$ cat src/rtl/sum_window_avg_if.sv
// Sample/average handshake bundle for sum_window_avg.
// master drives samples and consumes averages; slave is the averager.
interface sum_window_avg_if #(
    parameter int DATA_W = 8
);
    logic [DATA_W-1:0] i_sum;
    logic              i_valid;
    logic              o_ready;
    logic [DATA_W-1:0] o_avg;
    logic              o_valid;
    logic              i_ready;

    modport master (
        output i_sum,
        output i_valid,
        input  o_ready,
        input  o_avg,
        input  o_valid,
        output i_ready
    );

    modport slave (
        input  i_sum,
        input  i_valid,
        output o_ready,
        output o_avg,
        output o_valid,
        input  i_ready
    );
endinterface

$ cat src/rtl/sum_window_avg.sv
// Sliding-window average over the last 2**WINDOW_LOG2 accepted samples.
// Running total plus circular buffer; one-entry output register.
module sum_window_avg #(
    parameter int WINDOW_LOG2 = 2,
    parameter int DATA_W      = 8
) (
    input  logic            i_clk,
    input  logic            i_arst_n,
    input  logic            i_clr,
    sum_window_avg_if.slave bus
);
    localparam int W     = 1 << WINDOW_LOG2;
    localparam int TOT_W = DATA_W + WINDOW_LOG2;

    localparam logic [0:0] FILL = 1'b0;
    localparam logic [0:0] RUN  = 1'b1;

    localparam logic [WINDOW_LOG2-1:0] PTR_ONE  = 1;
    localparam logic [WINDOW_LOG2-1:0] CNT_LAST = WINDOW_LOG2'(W - 1);

    logic [0:0]             state_q, state_d;
    logic [WINDOW_LOG2-1:0] cnt_q, cnt_d;
    logic [WINDOW_LOG2-1:0] wptr_q, wptr_d;
    logic [TOT_W-1:0]       total_q, total_d;
    logic [DATA_W-1:0]      avg_q, avg_d;
    logic                   vld_q, vld_d;
    logic [DATA_W-1:0]      buf_q [W];

    logic              ready;
    logic              accept;
    logic              load;
    logic [DATA_W-1:0] sample;
    logic [DATA_W-1:0] oldest;
    logic [TOT_W-1:0]  total_new;

    assign ready       = !vld_q || bus.i_ready;
    assign bus.o_ready = ready;
    assign bus.o_avg   = avg_q;
    assign bus.o_valid = vld_q;

    // Clear wins over a same-cycle accept, so the sample is dropped.
    assign accept = bus.i_valid && ready && !i_clr;

    // Gate the sample so an idle (possibly X) bus never reaches the total.
    assign sample    = accept ? bus.i_sum : '0;
    assign oldest    = buf_q[wptr_q];
    assign total_new = total_q + TOT_W'(sample) - TOT_W'(oldest);

    assign load = accept && ((state_q == RUN) || (cnt_q == CNT_LAST));

    always_comb begin
        state_d = state_q;
        cnt_d   = cnt_q;
        wptr_d  = wptr_q;
        total_d = total_q;
        avg_d   = avg_q;
        vld_d   = vld_q;

        if (i_clr) begin
            state_d = FILL;
            cnt_d   = '0;
            wptr_d  = '0;
            total_d = '0;
            vld_d   = 1'b0;
        end else begin
            if (accept) begin
                total_d = total_new;
                wptr_d  = wptr_q + PTR_ONE;
                if (state_q == FILL) begin
                    if (cnt_q == CNT_LAST) begin
                        state_d = RUN;
                        cnt_d   = '0;
                    end else begin
                        cnt_d = cnt_q + PTR_ONE;
                    end
                end
            end

            if (load) begin
                avg_d = total_new[TOT_W-1:WINDOW_LOG2];
                vld_d = 1'b1;
            end else if (vld_q && bus.i_ready) begin
                vld_d = 1'b0;
            end
        end
    end

    always_ff @(posedge i_clk or negedge i_arst_n) begin
        if (!i_arst_n) begin
            state_q <= FILL;
            cnt_q   <= '0;
            wptr_q  <= '0;
            total_q <= '0;
            avg_q   <= '0;
            vld_q   <= 1'b0;
        end else begin
            state_q <= state_d;
            cnt_q   <= cnt_d;
            wptr_q  <= wptr_d;
            total_q <= total_d;
            avg_q   <= avg_d;
            vld_q   <= vld_d;
        end
    end

    always_ff @(posedge i_clk or negedge i_arst_n) begin
        if (!i_arst_n) begin
            for (int i = 0; i < W; i++) begin
                buf_q[i] <= '0;
            end
        end else if (i_clr) begin
            for (int i = 0; i < W; i++) begin
                buf_q[i] <= '0;
            end
        end else if (accept) begin
            buf_q[wptr_q] <= bus.i_sum;
        end
    end
endmodule

$ cat src/flat_wrapper.sv
// flat-port wrapper written by rule: the top's interface ports become plain ports
module sum_window_avg_flat 
#(
    parameter int WINDOW_LOG2 = 2,
    parameter int DATA_W      = 8
)
  (i_clk, i_arst_n, i_clr, bus_i_sum, bus_i_valid, bus_o_ready, bus_o_avg, bus_o_valid, bus_i_ready);
  sum_window_avg_if #(.DATA_W(DATA_W)) bus_i ();
  input  logic i_clk;
  input  logic i_arst_n;
  input  logic i_clr;
  input wire logic [$bits(bus_i.i_sum)-1:0] bus_i_sum;
  input wire logic [$bits(bus_i.i_valid)-1:0] bus_i_valid;
  output wire logic [$bits(bus_i.o_ready)-1:0] bus_o_ready;
  output wire logic [$bits(bus_i.o_avg)-1:0] bus_o_avg;
  output wire logic [$bits(bus_i.o_valid)-1:0] bus_o_valid;
  input wire logic [$bits(bus_i.i_ready)-1:0] bus_i_ready;
  assign bus_i.i_sum = bus_i_sum;
  assign bus_i.i_valid = bus_i_valid;
  assign bus_o_ready = bus_i.o_ready;
  assign bus_o_avg = bus_i.o_avg;
  assign bus_o_valid = bus_i.o_valid;
  assign bus_i.i_ready = bus_i_ready;
  sum_window_avg #(.WINDOW_LOG2(WINDOW_LOG2), .DATA_W(DATA_W)) u_core (.i_clk(i_clk), .i_arst_n(i_arst_n), .i_clr(i_clr), .bus(bus_i));
endmodule
$ cat config.mk
export PLATFORM = sky130hd
export DESIGN_NAME = sum_window_avg_flat
export DESIGN_NICKNAME = d
export VERILOG_FILES = /design/src/rtl/sum_window_avg_if.sv /design/src/rtl/sum_window_avg.sv /design/src/flat_wrapper.sv
export SDC_FILE = /design/constraint.sdc
export NUM_CORES = 1
export LEC_CHECK = 0
export CAP_MARGIN = 0
export CORE_AREA = 2 2 84 86
export CTS_CLUSTER_DIAMETER = 80
export DETAILED_ROUTE_END_ITERATION = 7
export DIE_AREA = 0 0 86 88
export MAX_ROUTING_LAYER = met4
export PLACE_DENSITY = 0.75
export SYNTH_ARGS = -nofsm -noshare
export SYNTH_HDL_FRONTEND = slang
export SYNTH_SLANG_ARGS = --single-unit
$ cat constraint.sdc
create_clock -name i_clk -period 3.41 [get_ports i_clk]
set_input_delay 0.682 -clock i_clk [delete_from_list [all_inputs] [get_ports i_clk]]
set_output_delay 0.682 -clock i_clk [all_outputs]
set_load 0.01 [all_outputs]
==> run_results.csv, run 1 <==
group,metric,value,unit
outcome,status,"finished, final reports clean",
clock_network,clockRootBuffer,"clkbuf_8",
logic_synthesis,synth_top_family_by_area,"simple AND/OR/NAND/NOR gates",
place,dp_cells,455,
timing,slew-limit-headroom,0.375,
place,port_buffers,22,
job,cap_violations,0,
pwr,power_density,705,mW/mm^2
worst_setup_path,critPathMaxStageDelay,0.48,ns
floorplan,start_util,0.490,
clock_network,cts_tree,"yes",
layout,area.growth.synth_to_final,21.0,%
drt,drc,0,
timing,drv_slew,0,
logic_synthesis,syn_nets,382,
worst_setup_path,path_delay_family,"buffers and inverters",
clock_network,cts_sinks,56,
clock_network,cts.clk_slew.worst_paths,0.10,ns
grt,track_usage,0.217,
drt,via_per_inst,5.44,
worst_setup_path,cp.required,3.67,ns
layout,finish.net_count,426,
logic_synthesis,synth_seq_cells,56,
pwr,power.leakage,1.77,nW
clock_network,ctsLongestPathBuffers,2,
drt,routed_wl,7460,um
drt,drt-initial-drc-count,120,
logic_synthesis,synth.avg_cell_area,9.41,um^2
timing,final-setup-viol-count,0,
min_path,hold_class,"input port to async pin",
worst_setup_path,crit_path_start_kind,"input port",
worst_setup_path,r2r-start,"u_core.wptr_q[1]$_DFFE_PN0P_",
logic_synthesis,synth_compound_area_frac,0.128,
drt,ant_nets,0,
timing,worst_slack,0.0472,ns
floorplan,num_rows,30,
clock_network,cts_buffers,5,
logic_synthesis,synth_common_cells,"66 x nand2_1, 56 x dfrtp_1, 46 x a21oi_1",
worst_setup_path,path_class,"input port to flop",
logic_synthesis,synth.area.top_cells,"dfrtp_1 43%, nand2_1 7.6%, a21oi_1 7.1%",
logic_synthesis,synthesis.area,0.00325,mm^2
worst_setup_path,crit_path_top_delay_cell,"fa_1",
layout,fill_cells,551,
logic_synthesis,ys.flop_type,"dfrtp_1",
worst_setup_path,crit_fanout,4,
grt,grt_pass1_wl,12600,um
worst_setup_path,worstReg2RegEnd,"u_core.total_q[9]$_DFFE_PN0P_",
floorplan,io_pins,23,
layout,post-route-cell-area,0.00394,mm^2
worst_setup_path,end_kind,"flop",
timing,rsz0062_at_grt,"true",
floorplan,die_w,86,um
timing,min_period,3.36,ns
place,dpl_worst_slack,-0.241,ns
place,dpl.hpwl,5130,um
worst_setup_path,cp_num_buf_inv,4,
floorplan,die_area,0.00757,mm^2
logic_synthesis,syn_inst,346,
logic_synthesis,muxShareOfSynthArea,0.0757,
place,placed_area,0.00370,mm^2
worst_setup_path,path_cells,"clkdlybuf4s50_1 -> nand2b_4 -> nand2_4 -> nor2_4 -> buf_6 -> nand2_1 -> fa_1 -> inv_1 -> ha_4 -> a21o_1 -> a221oi_2 -> buf_4 -> nand4b_1 -> mux2_4 -> nand3_1",
logic_synthesis,post-synth-top-count-cell,"nand2_1",
timing,final_hold_viol_count,0,
drt,wl_per_cell,15.8,um
logic_synthesis,yosys.area.top_type,"dfrtp_1",
layout,fin_cells,471,
timing,period_share,0.986,
pwr,peakVddDrop,0.000272,V
logic_synthesis,synth_fa_ha_area_frac,0.107,
pwr,power,2.78,mW
clock_network,cts_max_level,2,
clock_network,clkLatencyLatePin,0.32,ns
clock_network,cts_hold_buf,0,
floorplan,die_y,88,um
timing,clock.fmax,0.297,GHz
worst_setup_path,cp_data_arrival_time,3.62,ns
grt,grt_pass1_vias,2642,
layout,n_antenna_cell,0,
logic_synthesis,synth-warning-count,0,
logic_synthesis,ys_seq_area_frac,0.431,
logic_synthesis,synth.distinct_cells,41,
timing,setup_tns,0,ns
grt,grt_start_max_net_pins,54,
drt,drt_first_pass_iters,4,
grt,antenna_found_initial,0,
logic_synthesis,ys_async_sr_fraction,1.00,
logic_synthesis,synth-simple-area-share,0.175,
layout,drive_above_1_share,0.187,
logic_synthesis,synth_top_area_frac,0.431,
timing,fin_skew,0.00544,ns
logic_synthesis,synth_edf_count,0,
logic_synthesis,synth_xor_area_frac,0.0258,
worst_setup_path,ff2ff_setup_slack,0.17,ns
grt,grt-ovfl-total,0,
timing,worst_slew_pin_slew,0.931,ns
place,gp_congestion,0.871,
floorplan,core_area,0.00664,mm^2
drt,vias,2561,
worst_setup_path,reg2reg_depth,10,
cells by family after synthesis:
kind of cell / after synthesis
adders and majority gates: 23
and+or+nand+nor: 125
buffers and inverters: 49
AOI/OAI and AO/OA: 71
DFF: 56
muxes: 14
xor gates and xnor gates: 8
worst max-delay path by stage:
stage,start,to,depth (start not counted)
floorplan,u_core.wptr_q[1]$_DFFE_PN0P_,u_core.bus.o_avg[7]$_DFFE_PN0P_,10
global placement,bus_i_ready,u_core.bus.o_avg[4]$_DFFE_PN0P_,14
detailed placement,bus_i_ready,u_core.bus.o_avg[4]$_DFFE_PN0P_,14
global route,bus_i_ready,u_core.total_q[9]$_DFFE_PN0P_,15
finish,bus_i_ready,u_core.total_q[9]$_DFFE_PN0P_,15
CTS,bus_i_ready,u_core.bus.o_avg[4]$_DFFE_PN0P_,14
layout by cell type (no fill, tap or decap), types with 3 or more instances in the layout:
cell / synthesis / routed
o21ai_0: 4 / 4
dfrtp_1: 56 / 56
o21ai_1: 5 / 5
buf_4: 0 / 32
nand3_1: 34 / 34
mux2_2: 5 / 4
mux4_2: 8 / 8
inv_1: 29 / 29
ha_4: 0 / 4
ha_1: 15 / 11
clkbuf_8: 0 / 6
clkdlybuf4s50_1: 0 / 20
nand2_1: 66 / 64
nor2_1: 10 / 9
a21o_1: 5 / 5
fa_1: 8 / 8
xor2_1: 3 / 3
a21oi_1: 46 / 45
and2_1: 3 / 3
xnor2_1: 4 / 4
timing repair:
action,in CTS,in global routing
setup endpoints to repair,0,8
buffers inserted,0,7
gates resized for setup,0,13
where the power goes:
group	switching, mW	internal (mW)
logic	0.750	0.804
registers	0.0661	0.763
clock network	0.227	0.166
layer usage:
metal | vias up | share of wire | global-route usage
met5 | - | 0 | -
met4 | 0 | 0.011 | 0.0649
met3 | 5 | 0.029 | 0.0292
met2 | 42 | 0.50 | 0.348
met1 | 1258 | 0.46 | 0.289
li1 | 1256 | - | -
through the flow:
step | hold WS (ns) | util
global route | 0.319 | 0.593
CTS | 0.303 | 0.571
detailed placement | 0.478 | 0.557
floorplan | 0.386 | -
finish | 0.284 | 0.593
global placement | 0.468 | 0.557
final cells by class:
type                            instances  area (um^2)  area share
Timing Repair Buffer                   56          482       0.122
Clock inverter                          1         7.51     0.00191
Multi-Input combinational cell        242         1750       0.445
Clock buffer                            7         86.3      0.0219
Inverter                               29          109      0.0276
Tap cell                               80          100      0.0254
Sequential cell                        56         1400       0.356
sequential cells by signal, summed over array words and instances, names as in the netlist:
signal	cells
u_core.total_q	10
u_core.buf_q	32
u_core.bus.o_valid	1
u_core.bus.o_avg	8
u_core.wptr_q	2
u_core.cnt_q	2
u_core.state_q	1
(Power assumes the default switching activity.)
==> run 2: changes to the inputs <==
- CORE_AREA: 2 2 84 86 -> 2 2 104 106
- DIE_AREA: 0 0 86 88 -> 0 0 106 108
- GPL_TIMING_DRIVEN: unset -> 0
- PLACE_DENSITY: 0.75 -> 0.54
==> run 2 against run 1 <==
Compared with the run above: combinational power fell by 14%; power fell by 5.7%; utilization fell by 21 points; critical path type is now flop to flop.
==> run_results.csv, run 2 (synthesis gave the netlist of run 1 again) <==
group,metric,value,unit
outcome,status,"finished, final reports clean",
place,dpl.hpwl,5910,um
worst_setup_path,r2r-start,"u_core.wptr_q[1]$_DFFE_PN0P_",
worst_setup_path,end_kind,"flop",
layout,post-route-cell-area,0.00391,mm^2
grt,met2_usage,0.277,
layout,drive_above_1_share,0.138,
layout,final_common_cell,"nand2_1",
floorplan,die_area,0.0114,mm^2
place,dpl_worst_slack,-0.477,ns
drt,drt-initial-drc-count,155,
drt,vias,2587,
worst_setup_path,path_class,"flop to flop",
timing,final_hold_viol_count,0,
grt,grt_pass1_wl,13700,um
clock_network,cts_buffers,5,
grt,grt-busiest-layer,"met2",
timing,worst_slack,0.158,ns
place,gp_congestion,0.783,
timing,fin_skew,0.00831,ns
grt,grt_use_met1,0.200,
floorplan,io_pins,23,
layout,fin_cells,520,
timing,clock.fmax,0.307,GHz
grt,track_usage,0.163,
layout,area.growth.synth_to_final,20.2,%
worst_setup_path,critPathMaxStageDelay,0.55,ns
drt,drc,0,
pwr,power_density,669,mW/mm^2
clock_network,ctsLongestPathBuffers,2,
min_path,hold_class,"input port to async pin",
place,placed_area,0.00365,mm^2
grt,grtUsageMet3,0.0217,
worst_setup_path,crit_path_start_kind,"flop",
drt,ant_nets,0,
layout,largest_reg_flops,32,
floorplan,die_y,108,um
grt,grt_pass1_vias,2658,
drt,drt_first_pass_iters,4,
worst_setup_path,reg2reg_depth,10,
clock_network,cts_tree,"yes",
pwr,power.leakage,1.70,nW
layout,regMostFlops,"u_core.buf_q",
timing,slew-limit-headroom,0.576,
grt,grt-ovfl-total,0,
timing,setup_tns,0,ns
clock_network,clockRootBuffer,"clkbuf_8",
timing,worst_hold_slack,0.359,ns
timing,period_share,0.954,
worst_setup_path,crit_fanout,10,
floorplan,die_w,106,um
clock_network,cts.clk_slew.worst_paths,0.11,ns
worst_setup_path,cp_data_arrival_time,3.51,ns
layout,most-common-layout-cells,"65 x nand2_1, 56 x dfrtp_1, 45 x a21oi_1",
floorplan,core_area,0.0102,mm^2
floorplan,num_rows,37,
timing,worst_slew_pin_slew,0.636,ns
place,dp_cells,504,
worst_setup_path,ff2ff_setup_slack,0.16,ns
clock_network,cts_max_level,2,
worst_setup_path,cp.required,3.67,ns
grt,grt_start_max_net_pins,32,
drt,routed_wl,8490,um
layout,n_antenna_cell,0,
timing,final-setup-viol-count,0,
floorplan,start_util,0.318,
timing,drv_slew,0,
place,port_buffers,21,
worst_setup_path,worstReg2RegEnd,"u_core.bus.o_avg[7]$_DFFE_PN0P_",
clock_network,cts_hold_buf,0,
worst_setup_path,crit_path_top_delay_cell,"mux4_2",
job,cap_violations,0,
pwr,peakVddDrop,0.000333,V
clock_network,clkLatencyLatePin,0.33,ns
grt,antenna_found_initial,0,
timing,min_period,3.25,ns
worst_setup_path,path_cells,"clkbuf_4 -> mux4_2 -> fa_1 -> inv_1 -> ha_2 -> and2_2 -> a221oi_4 -> a21boi_2 -> xnor3_1 -> o21ai_1",
clock_network,cts_sinks,56,
drt,via_per_inst,4.98,
layout,finish.net_count,419,
drt,wl_per_cell,16.3,um
## run 2: cell count changes in the layout (fill, tap and decap cells not counted), sizes merged, moves of 2 or more
cell           delta
clkbuf           +13
buf              -21
dlymetal6s2s      +2
clkdlybuf4s50     -2
## run 2: what timing repair did
item | in CTS | in global routing
cloned | 1 | 0
resized for setup | 7 | 15
pin swaps | 2 | 9
endpoints found under the setup margin | 8 | 10
buffers inserted | 0 | 7
## run 2: critical path: cells and delay by family (launching register included)
| family | cells | cell delay [ns] |
|---|---|---|
| adder cells (fa/ha/maj) | 2 | 0.82 |
| XOR/XNOR | 1 | 0.22 |
| flip-flops | 1 | 0.40 |
| AND/OR/NAND/NOR | 1 | 0.24 |
| multiplexers | 1 | 0.55 |
| AO/OA/AOI/OAI | 3 | 0.65 |
| buffers and inverters | 2 | 0.30 |
## run 2: worst max-delay path by stage
stage / to / slack (ns) / cells past startpoint / start
finish: u_core.bus.o_avg[7]$_DFFE_PN0P_ / 0.16 / 10 / u_core.wptr_q[1]$_DFFE_PN0P_
detailed placement: u_core.total_q[6]$_DFFE_PN0P_ / -0.48 / 14 / bus_i_ready
global route: u_core.bus.o_avg[7]$_DFFE_PN0P_ / -0.01 / 10 / u_core.wptr_q[1]$_DFFE_PN0P_
global placement: u_core.total_q[6]$_DFFE_PN0P_ / -0.44 / 14 / bus_i_ready
CTS: u_core.bus.o_avg[7]$_DFFE_PN0P_ / 0.003 / 13 / bus_i_ready
floorplan: u_core.bus.o_avg[7]$_DFFE_PN0P_ / 0.20 / 10 / u_core.wptr_q[1]$_DFFE_PN0P_
## run 2: metrics by stage
step                 util  total power [mW]
finish              0.382              2.62
global route        0.382              2.84
CTS                 0.372              2.57
detailed placement  0.357              2.04
global placement    0.355              2.01
floorplan               -              1.72
## run 2: area by class of cell
type	count	area, um^2
Inverter	29	109
Sequential cell	56	1400
Fill cell	1023	6320
Clock buffer	6	72.6
Multi-Input combinational cell	242	1750
Tap cell	136	170
Clock inverter	2	38.8
Timing Repair Buffer	29	283
Buffer	20	90.1
## run 2: per-layer routing
| metal | share of wire | up-vias |
|---|---|---|
| li1 | - | 1245 |
| met1 | 0.44 | 1275 |
| met2 | 0.50 | 61 |
| met3 | 0.042 | 6 |
| met4 | 0.015 | 0 |
| met5 | 0 | - |
## run 2: power by group
group / total [mW] / internal (mW) / switching [mW]
sequential: 0.821 / 0.763 / 0.0582
combinational: 1.34 / 0.629 / 0.707
clock: 0.462 / 0.223 / 0.239
